### config.mk
export PLATFORM = sky130hd
export DESIGN_NAME = instruction_decoder
export DESIGN_NICKNAME = d
export VERILOG_FILES = /design/src/rtl/instruction_decoder.sv
export SDC_FILE = /design/constraint.sdc
export NUM_CORES = 1
export LEC_CHECK = 0
export BUFFER_PORTS_ARGS = -buffer_cell sky130_fd_sc_hd__buf_2
export CORE_UTILIZATION = 35
export DETAILED_ROUTE_END_ITERATION = 10
export GPL_TIMING_DRIVEN = 0
export PLACE_DENSITY = 0.69
export SETUP_SLACK_MARGIN = 0.5
export SLEW_MARGIN = 20
export SYNTH_ARGS = -nofsm -noshare
export SYNTH_HDL_FRONTEND = slang
export SYNTH_SLANG_ARGS = --single-unit
### constraint.sdc
create_clock -name clk -period 2.1 [get_ports clk]
set_input_delay 0.42 -clock clk [delete_from_list [all_inputs] [get_ports clk]]
set_output_delay 0.42 -clock clk [all_outputs]
set_load 0.005 [all_outputs]
### src/rtl/instruction_decoder.sv
// RV32I main control decoder: turns an instruction word into datapath control.
// All outputs are registered, so decode results appear one clock after the instruction.
module instruction_decoder (
  input  logic        clk,
  input  logic        rst_n,
  input  logic [31:0] instruction,
  output logic [3:0]  alu_op,
  output logic        reg_write,
  output logic [1:0]  alu_src,
  output logic        mem_read,
  output logic        mem_write,
  output logic [1:0]  mem_to_reg,
  output logic        branch,
  output logic        jump,
  output logic        illegal
);

  localparam logic [6:0] OP_R      = 7'b0110011;
  localparam logic [6:0] OP_IMM    = 7'b0010011;
  localparam logic [6:0] OP_LOAD   = 7'b0000011;
  localparam logic [6:0] OP_STORE  = 7'b0100011;
  localparam logic [6:0] OP_BRANCH = 7'b1100011;
  localparam logic [6:0] OP_LUI    = 7'b0110111;
  localparam logic [6:0] OP_AUIPC  = 7'b0010111;
  localparam logic [6:0] OP_JAL    = 7'b1101111;
  localparam logic [6:0] OP_JALR   = 7'b1100111;

  localparam logic [3:0] ALU_ADD  = 4'd0;
  localparam logic [3:0] ALU_SUB  = 4'd1;
  localparam logic [3:0] ALU_AND  = 4'd2;
  localparam logic [3:0] ALU_OR   = 4'd3;
  localparam logic [3:0] ALU_XOR  = 4'd4;
  localparam logic [3:0] ALU_SLL  = 4'd5;
  localparam logic [3:0] ALU_SRL  = 4'd6;
  localparam logic [3:0] ALU_SRA  = 4'd7;
  localparam logic [3:0] ALU_SLT  = 4'd8;
  localparam logic [3:0] ALU_SLTU = 4'd9;

  logic [6:0] opcode;
  logic [2:0] funct3;
  logic       funct7_b5;

  assign opcode    = instruction[6:0];
  assign funct3    = instruction[14:12];
  assign funct7_b5 = instruction[30];

  logic [3:0] alu_op_d,     alu_op_q;
  logic       reg_write_d,  reg_write_q;
  logic [1:0] alu_src_d,    alu_src_q;
  logic       mem_read_d,   mem_read_q;
  logic       mem_write_d,  mem_write_q;
  logic [1:0] mem_to_reg_d, mem_to_reg_q;
  logic       branch_d,     branch_q;
  logic       jump_d,       jump_q;
  logic       illegal_d,    illegal_q;

  // Shared funct3 ALU map; only R-type may turn 000 into SUB, ADDI ignores funct7.
  function automatic logic [3:0] alu_from_funct3(input logic [2:0] f3,
                                                 input logic       f7b5,
                                                 input logic       is_r);
    logic [3:0] op;
    op = ALU_ADD;
    case (f3)
      3'b000:  op = (is_r && f7b5) ? ALU_SUB : ALU_ADD;
      3'b001:  op = ALU_SLL;
      3'b010:  op = ALU_SLT;
      3'b011:  op = ALU_SLTU;
      3'b100:  op = ALU_XOR;
      3'b101:  op = f7b5 ? ALU_SRA : ALU_SRL;
      3'b110:  op = ALU_OR;
      default: op = ALU_AND;
    endcase
    return op;
  endfunction

  always_comb begin
    alu_op_d     = ALU_ADD;
    reg_write_d  = 1'b0;
    alu_src_d    = 2'b00;
    mem_read_d   = 1'b0;
    mem_write_d  = 1'b0;
    mem_to_reg_d = 2'b00;
    branch_d     = 1'b0;
    jump_d       = 1'b0;
    illegal_d    = 1'b0;
    case (opcode)
      OP_R: begin
        alu_op_d     = alu_from_funct3(funct3, funct7_b5, 1'b1);
        reg_write_d  = 1'b1;
        mem_to_reg_d = 2'b01;
      end
      OP_IMM: begin
        alu_op_d     = alu_from_funct3(funct3, funct7_b5, 1'b0);
        reg_write_d  = 1'b1;
        alu_src_d    = 2'b10;
        mem_to_reg_d = 2'b01;
      end
      OP_LOAD: begin
        reg_write_d  = 1'b1;
        alu_src_d    = 2'b10;
        mem_to_reg_d = 2'b11;
        mem_read_d   = 1'b1;
      end
      OP_STORE: begin
        alu_src_d    = 2'b10;
        mem_write_d  = 1'b1;
      end
      OP_BRANCH: begin
        case (funct3)
          3'b000, 3'b001: begin alu_op_d = ALU_SUB;  branch_d = 1'b1; end
          3'b100, 3'b101: begin alu_op_d = ALU_SLT;  branch_d = 1'b1; end
          3'b110, 3'b111: begin alu_op_d = ALU_SLTU; branch_d = 1'b1; end
          default:        illegal_d = 1'b1;
        endcase
      end
      OP_LUI: begin
        reg_write_d  = 1'b1;
      end
      OP_AUIPC: begin
        reg_write_d  = 1'b1;
        alu_src_d    = 2'b11;
        mem_to_reg_d = 2'b01;
      end
      OP_JAL: begin
        reg_write_d  = 1'b1;
        alu_src_d    = 2'b11;
        mem_to_reg_d = 2'b10;
        jump_d       = 1'b1;
      end
      OP_JALR: begin
        reg_write_d  = 1'b1;
        alu_src_d    = 2'b10;
        mem_to_reg_d = 2'b10;
        jump_d       = 1'b1;
      end
      default: illegal_d = 1'b1;
    endcase
  end

  always_ff @(posedge clk) begin
    if (!rst_n) begin
      alu_op_q     <= ALU_ADD;
      reg_write_q  <= 1'b0;
      alu_src_q    <= 2'b00;
      mem_read_q   <= 1'b0;
      mem_write_q  <= 1'b0;
      mem_to_reg_q <= 2'b00;
      branch_q     <= 1'b0;
      jump_q       <= 1'b0;
      illegal_q    <= 1'b0;
    end else begin
      alu_op_q     <= alu_op_d;
      reg_write_q  <= reg_write_d;
      alu_src_q    <= alu_src_d;
      mem_read_q   <= mem_read_d;
      mem_write_q  <= mem_write_d;
      mem_to_reg_q <= mem_to_reg_d;
      branch_q     <= branch_d;
      jump_q       <= jump_d;
      illegal_q    <= illegal_d;
    end
  end

  assign alu_op     = alu_op_q;
  assign reg_write  = reg_write_q;
  assign alu_src    = alu_src_q;
  assign mem_read   = mem_read_q;
  assign mem_write  = mem_write_q;
  assign mem_to_reg = mem_to_reg_q;
  assign branch     = branch_q;
  assign jump       = jump_q;
  assign illegal    = illegal_q;

endmodule

[Word-level counts from Yosys, hierarchy flattened]
Index checks and enable logic that the tools add are counted.
Operators by class
  $add $sub $neg: 0
  multiply operators: 0
  muxes and demuxes: 15
  shifts and indexed selects: 0
  bitwise gates (word level): 0
  equal/unequal tests: 16
  reduce and logical (&&, ||, !) cells: 12
  divide/modulo/power cells: 0
  order comparisons: 0
Operators by type and width (number)
  $pmux W4 S7: 2
  $pmux W4 S3: 2
  $eq A7 B6 Y1 const B: 3
  $eq A7 B7 Y1 const B: 3
  $eq A7 B5 Y1 const B: 2
  $eq A3 B3 Y1 const B: 4
  $reduce_or A2 Y1: 5
  $mux W1: 8
  $reduce_or A8 Y1: 1
  $eq A7 B2 Y1 const B: 1
  $reduce_or A7 Y1: 1
  $eq A3 B2 Y1 const B: 2
  $pmux W2 S3: 1
  $reduce_or A6 Y1: 1
  $pmux W2 S2: 1
  $reduce_or A4 Y1: 1
  $eq A3 B1 Y1 const B: 1
  $logic_not A3 Y1: 1
  $reduce_or A3 Y1: 1
  $pmux W1 S2: 1
  $reduce_and A2 Y1: 1
Word-level totals
  bits in read-only memories: 0
  memories kept: 0
  output and inout port bits: 14
  word-level logic and storage cells: 52
  flip-flop bits (word level): 14
  bits in writable memories: 0
  bits in latches: 0
  bits of input ports: 34

[Depth between registers and ports, before layout]
  depth in word-level cells: 4
  gate-level depth with buffers: 5
  gate-level depth less buffers: 3

[Worst setup path after synthesis]
No wires, ideal clock.
  kind: input-to-reg
  from: input instruction[2]
  to: register alu_op_q[2], in the netlist alu_op[2]
  path slack: 670 ps
  setup time: 73 ps
  stages: 4
  data arrival time: 1357 ps
  required time: 2027 ps
  path buffers: 1
  cells stage by stage: buf_6 or3_4 or3_4 nor3_2
Between the ends
  word-level cells in the longest chain between the ends: 2
  elaborated cells on any way between the ends: 4
  those cells by class: eq/ne (3); mux (1)
Ends and longest elaborated chain
  start, declared: line 6  | input logic [31:0] instruction,
  $eq A7 B7 Y1, or another cell as far along: line 86  | case (opcode)
  $pmux W4 S3 *: line 86
  end signal, assigned: line 152  | alu_op_q <= alu_op_d;
  end, declared: line 47  | logic [3:0] alu_op_d, alu_op_q;
Mark *: on every way between the ends. The rest lies on a longest branch, timed or not.
A chain may end at the register's enable or synchronous reset.

[Worst setup path in the final report]
  from: input instruction[0]
  to: register alu_op_q[0], in the netlist alu_op[0]
The elaborated chain is that of the path after synthesis.

==> impl_metrics.prom <==
# TYPE chip_impl_metric gauge
chip_impl_info{name="hold_class",value="in -> reg"} 1
chip_impl_metric{name="post_syn_area_per_cell",unit="um^2"} 9.31
chip_impl_metric{name="vdd.ir_drop.worst",unit="mV"} 0.217
chip_impl_metric{name="area_occupied_by_multi_input_gates",unit="um^2"} 337
chip_impl_metric{name="height_of_the_die",unit="um"} 46.1
chip_impl_info{name="rsz_0062_raised_after_global_routing",value="no"} 1
chip_impl_metric{name="detail_route.drc_violations",unit=""} 0
chip_impl_metric{name="max_clock_freq",unit="MHz"} 798
chip_impl_metric{name="overflow",unit=""} 0
chip_impl_metric{name="async_flop_share",unit=""} 0
chip_impl_info{name="worst_setup_path_start_kind",value="input port"} 1
chip_impl_metric{name="floorplan.die_area",unit="um^2"} 2120
chip_impl_metric{name="grt_max_degree",unit=""} 11
chip_impl_metric{name="fraction_of_final_layout_cells_sized_beyond_drive_strength_1",unit=""} 0.400
chip_impl_metric{name="number_of_buffer_and_inverter_instances_along_the_worst_setup_path",unit=""} 1
chip_impl_metric{name="cts_made_buffers",unit=""} 3
chip_impl_metric{name="critical_path.max_fanout",unit=""} 9
chip_impl_metric{name="core_region_area",unit="um^2"} 1760
chip_impl_metric{name="netlist.area_leader.share",unit=""} 0.413
chip_impl_info{name="post_synth_main_area_contributors",value="dfxtp_1 (41%), nor2_1 (5.0%), nor2b_1 (3.7%), nor3b_1 (3.3%), or3_4 (3.3%)"} 1
chip_impl_metric{name="layout.filler_cells",unit=""} 189
chip_impl_metric{name="max_stage_delay",unit="ps"} 490
chip_impl_metric{name="first_pass_iteration_count_of_the_detailed_router",unit=""} 4
chip_impl_metric{name="cts_hold_buffers",unit=""} 0
chip_impl_info{name="synthDominantAreaCellType",value="dfxtp_1"} 1
chip_impl_info{name="synth_ff_type",value="dfxtp_1"} 1
chip_impl_metric{name="number_of_diodes",unit=""} 0
chip_impl_metric{name="synth_sequential_area_ratio",unit=""} 0.413
chip_impl_metric{name="final_period_minus_worst_setup_slack",unit="ps"} 1250
chip_impl_metric{name="syn-num-nets",unit=""} 107
chip_impl_metric{name="placement.cell_area",unit="um^2"} 826
chip_impl_metric{name="ctsLongestPathBuffers",unit=""} 2
chip_impl_info{name="synth_most_common_cell",value="dfxtp_1"} 1
chip_impl_metric{name="synth.lib_cells_used.distinct",unit=""} 34
chip_impl_metric{name="cts_htree_levels",unit=""} 1
chip_impl_info{name="path_class",value="in -> reg"} 1
chip_impl_info{name="root_buffer",value="clkbuf_4"} 1
chip_impl_metric{name="final_hold_viol_count",unit=""} 0
chip_impl_info{name="synth.top_cells.by_count",value="dfxtp_1 (14), nor2_1 (9), nor2b_1 (4), o21ai_0 (4)"} 1
chip_impl_metric{name="detail_route.iter0.violations",unit=""} 11
chip_impl_info{name="timing.critical_path.max_delay_family",value="simple AND/OR/NAND/NOR gates"} 1
chip_impl_metric{name="setup_tns",unit="ps"} 0
chip_impl_metric{name="clock_sinks",unit=""} 14
chip_impl_metric{name="drv_cap",unit=""} 0
chip_impl_metric{name="cts_setup_buffers",unit=""} 0
chip_impl_metric{name="report.final.slew_viol_count",unit=""} 0
chip_impl_metric{name="wire_length_of_the_first_global_routing_pass",unit="um"} 1990
chip_impl_metric{name="io_buf_count",unit=""} 23
chip_impl_info{name="outcome",value="finished clean"} 1
chip_impl_metric{name="finalSetupViolations",unit=""} 0
chip_impl_metric{name="grt.total_usage",unit=""} 0.132
chip_impl_metric{name="fin_util",unit=""} 0.489
chip_impl_metric{name="post_route_design_area",unit="um^2"} 862
chip_impl_metric{name="postSynthCellCount",unit=""} 73
chip_impl_metric{name="grt_antenna_before_repair",unit=""} 0
chip_impl_metric{name="slew_headroom",unit=""} 0.830
chip_impl_metric{name="required",unit="ps"} 2280
chip_impl_metric{name="cts.reportedPaths.clkPinSlew",unit="ps"} 80
chip_impl_metric{name="p_leak",unit="nW"} 0.370
chip_impl_metric{name="area.growth.synth_to_final",unit="%"} 26.9
chip_impl_info{name="cts_tree",value="built"} 1
chip_impl_metric{name="mappedNetlistArea",unit="um^2"} 679
chip_impl_metric{name="layout_worst_path_cycle_share",unit=""} 0.597
chip_impl_metric{name="ys_ff_latch",unit=""} 14
chip_impl_metric{name="antenna_violating_nets_post_route",unit=""} 0
chip_impl_metric{name="detailedPlacementHpwl",unit="um"} 919
chip_impl_metric{name="cts-resized-gates",unit=""} 0
chip_impl_info{name="sequence_of_cells_on_the_critical_path",value="buf_2, nand3_2, or3_2, a311oi_1"} 1
chip_impl_info{name="crit_path_top_delay_cell",value="or3_2"} 1
chip_impl_metric{name="layout.nets",unit=""} 135
chip_impl_metric{name="critPathArrivalTime",unit="ps"} 1430
chip_impl_metric{name="num_io_pins",unit=""} 48
chip_impl_metric{name="largest_register_ffs",unit=""} 4
chip_impl_metric{name="routed_wire_length_per_instance",unit="um"} 9.74
chip_impl_metric{name="area.sequential",unit="um^2"} 280
chip_impl_metric{name="totalWireLength",unit="um"} 1220
chip_impl_metric{name="cellPowerDensity",unit="nW/um^2"} 616
chip_impl_metric{name="num_vias",unit=""} 582
chip_impl_metric{name="worst_slew_pin_slew",unit="ps"} 254
chip_impl_metric{name="yosys_warnings",unit=""} 0
chip_impl_metric{name="start_util",unit=""} 0.385
chip_impl_metric{name="gp_congestion",unit=""} 0.769
chip_impl_metric{name="std_cell_rows",unit=""} 15
chip_impl_info{name="end_kind",value="register"} 1
chip_impl_metric{name="grt_pass1_vias",unit=""} 449
chip_impl_metric{name="via_density",unit=""} 4.66
chip_impl_metric{name="die-width",unit="um"} 46.1
chip_impl_metric{name="synth-edff-count",unit=""} 0
## path summary, 6_finish.rpt
check / depth (start not counted) / to / startpoint / slack [ps]
setup / recovery: 4 / alu_op[0] / instruction[0] / 850
hold / removal: 2 / mem_to_reg[0] / instruction[6] / 320
## final cells by class
type                       count  area share
buffer                         6      0.0639
inverter                       2     0.00871
timing repair buffer          23       0.134
clock buffer                   4      0.0421
tap                           25      0.0363
multi-input combinational     51       0.390
sequential                    14       0.325
## layer usage
metal  GRT usage  share of wire  vias to the layer above
li1            -              -                      310
met1       0.188           0.51                      248
met2       0.177           0.42                       22
met3      0.0235          0.055                        2
met4      0.0882          0.018                        0
met5           0              0                        -
## per-stage QoR
stage	worst slack [ps]	power (mW)	hold slack [ps]	cells
floorplan	670	0.324	490	73
global placement	583	0.346	619	121
detailed placement	569	0.347	621	121
CTS	864	0.539	315	125
global route	780	0.555	324	125
finish	846	0.531	325	125
## layout by cell type (no fill, tap or decap)
cell type | Yosys | final
a21o_1 | 1 | 1
a21oi_1 | 3 | 3
a22oi_1 | 2 | 2
a311oi_1 | 1 | 1
and3b_1 | 1 | 1
and4_2 | 1 | 1
buf_12 | 1 | 1
buf_2 | 1 | 24
buf_4 | 2 | 2
buf_6 | 1 | 1
clkbuf_1 | 1 | 1
clkbuf_4 | 0 | 3
clkbuf_8 | 0 | 1
dfxtp_1 | 14 | 14
inv_1 | 2 | 2
maj3_1 | 1 | 1
nand2_1 | 1 | 1
nand2b_1 | 2 | 2
nand3_1 | 1 | 1
nand3_2 | 1 | 1
nand3b_1 | 1 | 1
nor2_1 | 9 | 9
nor2b_1 | 4 | 4
nor3_1 | 2 | 2
nor3_2 | 1 | 1
nor3b_1 | 3 | 3
nor4_1 | 1 | 1
o211ai_1 | 2 | 2
o21a_1 | 2 | 2
o21ai_0 | 4 | 4
o311a_1 | 1 | 1
o31a_2 | 1 | 1
or2_2 | 1 | 1
or3_2 | 1 | 1
or3_4 | 2 | 2
xnor2_1 | 1 | 1
## power by group
part | internal [mW] | switching, mW | leakage [nW]
Clock | 0.105 | 0.0845 | 0.0210
Sequential | 0.268 | 0.000505 | 0.113
Combinational | 0.0355 | 0.0367 | 0.236
Total | 0.409 | 0.122 | 0.370
## kinds of logic after synthesis
family,Yosys count,synth area share
compound gates,17,0.171
simple gates,32,0.296
xor+xnor,1,0.0129
buf+inv,8,0.0921
fa+ha+maj,1,0.0147
flops,14,0.413
Power figures use the tool's default switching activity.
